`config.mk`:
```
export PLATFORM = sky130hd
export DESIGN_NAME = dmem_arbiter
export DESIGN_NICKNAME = d
export VERILOG_FILES = /design/src/rtl/dmem_arbiter.sv
export SDC_FILE = /design/constraint.sdc
export NUM_CORES = 1
export LEC_CHECK = 0
export ABC_AREA = 1
export CAP_MARGIN = 5
export CORE_MARGIN = 10
export CORE_UTILIZATION = 34
export CTS_CLUSTER_DIAMETER = 80
export CTS_CLUSTER_SIZE = 10
export DETAILED_ROUTE_END_ITERATION = 12
export PLACE_DENSITY = 0.86
export SETUP_SLACK_MARGIN = 0.4
export SYNTH_ARGS = -nofsm -noshare
export SYNTH_HDL_FRONTEND = slang
export SYNTH_SLANG_ARGS = --single-unit
```
`constraint.sdc`:
```
create_clock -name clk -period 4.04 [get_ports clk]
set_input_delay 0.404 -clock clk [delete_from_list [all_inputs] [get_ports clk]]
set_output_delay 0.404 -clock clk [all_outputs]
set_load 0.01 [all_outputs]
```
`src/rtl/dmem_arbiter.sv`:
```
// Two-port data-memory arbiter: port A has fixed priority, port B is force-granted
// after STARVE_LIMIT consecutive denied cycles. Responses are registered one cycle after the grant.
module dmem_arbiter #(
    parameter int STARVE_LIMIT = 4,
    parameter int DEPTH        = 2048
) (
    input  logic        clk,
    input  logic        rst,

    input  logic        a_req,
    input  logic        a_we,
    input  logic [31:0] a_addr,
    input  logic [31:0] a_wdata,
    output logic        a_gnt,
    output logic        a_ack,
    output logic        a_err,
    output logic [31:0] a_rdata,

    input  logic        b_req,
    input  logic        b_we,
    input  logic [31:0] b_addr,
    input  logic [31:0] b_wdata,
    output logic        b_gnt,
    output logic        b_ack,
    output logic        b_err,
    output logic [31:0] b_rdata,

    output logic        MemRead,
    output logic        MemWrite,
    output logic [31:0] Address,
    output logic [31:0] WriteVal,
    input  logic [31:0] Out
);

    localparam int CW = (STARVE_LIMIT < 1) ? 1 : $clog2(STARVE_LIMIT + 1);
    localparam logic [CW-1:0] LIMIT = CW'(STARVE_LIMIT);
    localparam logic [31:0]   DEPTH_W = 32'(DEPTH);

    logic [CW-1:0] wait_cnt;
    logic          force_b;
    logic          a_in_range;
    logic          b_in_range;

    assign force_b    = (wait_cnt == LIMIT);
    assign a_in_range = (a_addr < DEPTH_W);
    assign b_in_range = (b_addr < DEPTH_W);

    // Grants are held low during reset so no strobe (and no write) can escape.
    always_comb begin
        a_gnt = 1'b0;
        b_gnt = 1'b0;
        if (!rst) begin
            a_gnt = a_req & ~force_b;
            b_gnt = b_req & (~a_req | force_b);
        end
    end

    always_comb begin
        MemRead  = 1'b0;
        MemWrite = 1'b0;
        Address  = '0;
        WriteVal = '0;
        if (a_gnt) begin
            Address  = a_addr;
            WriteVal = a_wdata;
            MemRead  = ~a_we & a_in_range;
            MemWrite =  a_we & a_in_range;
        end else if (b_gnt) begin
            Address  = b_addr;
            WriteVal = b_wdata;
            MemRead  = ~b_we & b_in_range;
            MemWrite =  b_we & b_in_range;
        end
    end

    always_ff @(posedge clk or posedge rst) begin
        if (rst) begin
            wait_cnt <= '0;
        end else if (b_req && !b_gnt) begin
            if (wait_cnt != LIMIT)
                wait_cnt <= wait_cnt + 1'b1;
        end else begin
            wait_cnt <= '0;
        end
    end

    // Non-granted port keeps its last err/rdata; only its ack drops.
    always_ff @(posedge clk or posedge rst) begin
        if (rst) begin
            a_ack   <= 1'b0;
            a_err   <= 1'b0;
            a_rdata <= '0;
        end else if (a_gnt) begin
            a_ack   <= 1'b1;
            a_err   <= ~a_in_range;
            a_rdata <= (a_in_range && !a_we) ? Out : '0;
        end else begin
            a_ack   <= 1'b0;
        end
    end

    always_ff @(posedge clk or posedge rst) begin
        if (rst) begin
            b_ack   <= 1'b0;
            b_err   <= 1'b0;
            b_rdata <= '0;
        end else if (b_gnt) begin
            b_ack   <= 1'b1;
            b_err   <= ~b_in_range;
            b_rdata <= (b_in_range && !b_we) ? Out : '0;
        end else begin
            b_ack   <= 1'b0;
        end
    end

endmodule
```
### Word level (Yosys, flattened, before mapping)

Index checks and enable logic that the tools add are counted.

* register bits after elaboration: 71
* input port bits: 166
* output and inout bits: 136
* logic and storage cells: 48

* $add $sub $neg: 1
* magnitude comparators: 2
* eq/ne operators: 3
* mux-type cells: 16
* bitwise logic cells: 13
* reduce and logical (&&, ||, !) cells: 6

Operators by type and width (count)
* two-way mux 32 bit: 6
* < comparator 32 x 12 -> 1 bit, second input constant: 2
* two-way mux 1 bit: 8
* AND 1 bit: 6
* two-way mux 3 bit: 2
* NOT 1 bit: 6
* adder 3 x 1 -> 3 bit, second input constant: 1
* equality test 3 bit, second input constant: 1
* logical AND 1 bit: 3
* zero test 1 bit: 3
* != test 3 bit, second input constant: 1
* != test 2 x 1 -> 1 bit, second input constant: 1
* bitwise OR 1 bit: 1

### Logic depth before layout (Yosys ltp)

* word-level depth: 7
* mapped depth: 10
* mapped depth without buffers: 9

### Worst setup path before layout

Ideal clock, no wire load.

* kind: input port to output port
* from: input rst
* to: output Address[24]
* data arrival time: 2.792 ns
* data required time: 3.636 ns
* path slack: 0.844 ns
* stages on the path: 4
* buffers on the path: 1
* path through: inv_1 nand3_4 buf_2 o21ai_0

* cells in the longest elaborated chain, start to end: 3
* elaborated cells on any way between the ends: 4
* classes of those cells: mux (4)

RTL lines
* start: declaration: RTL line 8 `input logic rst,`
* two-way mux 1 bit: RTL line 52 `if (!rst) begin`
* two-way mux 32 bit: RTL line 68 `end else if (b_gnt) begin`
* two-way mux 32 bit (*): RTL line 63 `if (a_gnt) begin`
* end: declaration: RTL line 30 `output logic [31:0] Address,`

Mark *: on every way between the ends. The rest lies on a longest branch, timed or not.

### Final worst setup path

* from: register wait_cnt[0]
* to: output Address[3]

* cells in the longest elaborated chain, start to end: 6
* elaborated cells on any way between the ends: 9
* classes of those cells: eq/ne (1); mux (4); bitwise (4)

RTL lines
* start: declaration: RTL line 39 `logic [CW-1:0] wait_cnt;`
* start signal: assignment: RTL line 81 `wait_cnt <= wait_cnt + 1'b1;`
* equality test 3 bit (*): RTL line 44 `assign force_b = (wait_cnt == LIMIT);`
* bitwise OR 1 bit: RTL line 54 `b_gnt = b_req & (~a_req | force_b);`
* AND 1 bit: RTL line 54
* two-way mux 1 bit: RTL line 52
* two-way mux 32 bit: RTL line 68
* two-way mux 32 bit (*): RTL line 63

Marks and branches as above.

==> results.json <==
{
  "crit_buf_inv": 3,
  "clk-insertion-delay-late_ns": 0.35,
  "post_cts_resized": 0,
  "groute.usage.overall_pct": 26.2,
  "worst_hold_path.num_cells": 2,
  "timing.critical_path.depth": 8,
  "critPathTopFamily": "buffers and inverters",
  "area_of_the_die_um2": 15800,
  "antenna_found_initial": 6,
  "max_cap_viol_count": 0,
  "detail_route.first_pass.iterations": 5,
  "clock_sink_count": 71,
  "ctsHoldBuffers": 0,
  "finClkSkew_ns": 0.00818,
  "synth-compound-area-share_pct": 14.8,
  "critical_path.endpoint_type": "primary output",
  "final_cell_mix": "sky130_fd_sc_hd__clkdlybuf4s50_1 (301), sky130_fd_sc_hd__nand2_1 (151), sky130_fd_sc_hd__dfrtp_1 (71), sky130_fd_sc_hd__nand3_1 (68), sky130_fd_sc_hd__a22o_1 (59)",
  "placed_cells": 850,
  "critical_path_arrival_ns": 3.01,
  "core_area_um2": 10900,
  "holdCritPathClass": "flop to flop",
  "synth_mux_area_share_pct": 0,
  "synth_adder_area_share_pct": 0.660,
  "fillers": 907,
  "leading_cell_type_in_the_layout_fill_and_taps_excluded": "sky130_fd_sc_hd__clkdlybuf4s50_1",
  "timing.critical_path.from_type": "flop",
  "worstPathCellList": "inv_1 -> ha_1 -> nand2_2 -> nand2_4 -> nand3_4 -> inv_4 -> a22o_1 -> clkdlybuf4s50_1",
  "fmax_ghz": 0.293,
  "run_status": "completed",
  "grt_pass1_vias": 4691,
  "clkTransAtPathRegs_ns": 0.07,
  "worstRegToRegCells": 9,
  "cts-buffers-inserted": 9,
  "main_combinational_cell_family_by_area_after_synthesis": "simple AND/OR/NAND/NOR gates",
  "worst_ir_drop_vdd_mv": 0.248,
  "final-hold-violation-count": 0,
  "syn_nets": 604,
  "netlist-cell-type-count": 23,
  "worstSetupPathType": "flop to primary output",
  "grt_max_degree": 72,
  "routabilityCongestion": 1.07,
  "drt.antenna.violating_nets": 0,
  "floorplan.rows": 38,
  "fin_setup_tns_ns": 0,
  "syn-mean-instance-area_um2": 8.70,
  "deepest_clock_path_buffer_count": 2,
  "crit_slowest_cell": "sky130_fd_sc_hd__inv_4",
  "synth_seq_area_share_pct": 46.8,
  "cellPowerDensity_nw_per_um2": 257,
  "cts_tree": "built",
  "post_cts_buffers": 0,
  "design.final.nets": 889,
  "die-width_um": 126,
  "number_of_remaining_drc_errors": 0,
  "routed-via-count": 4576,
  "io_buffers": 301,
  "detail_routed_via_count_per_cell": 5.25,
  "avgRoutedWirePerCell_um": 25.2,
  "cts_root_buffer": "sky130_fd_sc_hd__clkbuf_8",
  "mappedNetlistArea_um2": 3790,
  "transition_at_the_pin_with_the_smallest_max_transition_slack_ns": 0.927,
  "finalMaxSlewViolations": 0,
  "final-setup-viol-count": 0,
  "worstPathMaxFanout": 64,
  "synthXorXnorAreaFrac_pct": 0.462,
  "worst_path_largest_cell_delay_ns": 0.58,
  "initial_standard_cell_utilization_of_the_core_pct": 34.8,
  "instances_no_fill": 872,
  "finalWirelength_um": 22000,
  "postSynthCellCount": 436,
  "req_time_crit_path_ns": 3.64,
  "floorplan.io_pins": 302,
  "area_growth_syn_to_layout_pct": 83.4,
  "yosys_warnings": 0,
  "timing.slew.headroom_pct": 38.2,
  "htree_num_levels": 3,
  "leakage_nw": 3.17,
  "final.period_utilization_pct": 84.6,
  "period_minus_slack_ns": 3.42,
  "dr.first_iter.drc_count": 409,
  "global_route.overflow_total": 0,
  "first_pass_grt_wire_length_um": 31300,
  "die_y_um": 126,
  "post_synth_and_or_nand_nor_area_fraction_pct": 29.1,
  "synth.ff_latch_count": 71,
  "dp_hpwl_um": 17900,
  "setup_repair_after_global_routing_missed_its_margin": "false",
  "post_route_cells_drive_above_1_share_pct": 4.13
}
[power breakdown]
part	switching, mW	total, mW	internal [mW]
clock	0.271	0.571	0.300
combinational	0.212	0.490	0.278
sequential	0.00568	0.725	0.719
total	0.489	1.79	1.30
[metal layers]
| metal | vias to the layer above | wire (um) | global-route usage, % |
|---|---|---|---|
| li1 | 2065 | - | - |
| met4 | 0 | 395 | 9.35 |
| met3 | 28 | 2420 | 10.9 |
| met2 | 263 | 11000 | 44.5 |
| met1 | 2220 | 8150 | 28.6 |
| met5 | - | 0 | 0 |
[worst min-delay path: stages, from the launching register on]
cell	delay, ns
sky130_fd_sc_hd__dfrtp_1	0.34
sky130_fd_sc_hd__nand2_1	0.05
sky130_fd_sc_hd__nand2_1	0.06
[layout make-up]
cell class | count | area, um^2 | share of cell area (%)
diodes | 6 | 15.0 | 0.216
clock buffers | 12 | 145 | 2.09
clock inverters | 4 | 45.0 | 0.647
inverters | 10 | 42.5 | 0.611
multi-input cells | 323 | 1710 | 24.6
flip-flops and latches | 71 | 1780 | 25.5
well taps | 140 | 175 | 2.52
repair buffers | 306 | 3050 | 43.8
[synthesized netlist by cell type (all sizes together)]
cell type	count	share of area, %
dfrtp	71	47
nor2	27	4.0
nand3	69	9.4
xor2	1	0.23
a22o	59	14
ha	2	0.66
inv	10	1.1
a21oi	2	0.26
o21ai	7	0.92
nand2	153	15
buf	32	7.0
nand4	1	0.17
nor3	1	0.13
xnor2	1	0.23
[path summary, 6_finish.rpt]
kind / startpoint / end / slack (ns)
max in group asynchronous: rst / a_rdata[8]$_DFFE_PP0P_ / 2.64
min: a_rdata[8]$_DFFE_PP0P_ / a_rdata[8]$_DFFE_PP0P_ / 0.48
min in group asynchronous: rst / a_ack$_DFF_PP0_ / 0.78
max reg2reg: wait_cnt[0]$_DFFE_PP0P_ / a_rdata[23]$_DFFE_PP0P_ / 1.99
min reg2reg: a_rdata[8]$_DFFE_PP0P_ / a_rdata[8]$_DFFE_PP0P_ / 0.48
max: wait_cnt[0]$_DFFE_PP0P_ / Address[3] / 0.62
[registers in the layout, summed over array words and instances, names as in the netlist]
signal / flops
b_err: 1
b_rdata: 32
wait_cnt: 3
a_err: 1
a_rdata: 32
b_ack: 1
a_ack: 1
[cell families (layout without fill, tap and decap cells)]
logic type                 count (synthesis)  after routing
AOI/OAI and AO/OA                         68             68
xor gates and xnor gates                   2              2
adders and majority gates                  2              2
buffers and inverters                     42            332
DFF                                       71             71
other                                      0              6
and+or+nand+nor                          251            251
[stage by stage]
step | util [%] | cell area [um^2] | setup WS, ns | total power [mW] | hold WS, ns
floorplan | - | 3790 | 0.844 | 0.908 | 0.513
global placement | 62.0 | 6750 | 0.906 | 1.22 | 0.461
detailed placement | 62.0 | 6750 | 0.919 | 1.23 | 0.465
CTS | 63.8 | 6940 | 0.622 | 1.79 | 0.485
global route | 63.9 | 6960 | 0.465 | 1.85 | 0.506
finish | 63.9 | 6960 | 0.623 | 1.79 | 0.483
Note: power is estimated with default switching activity, not from simulation.
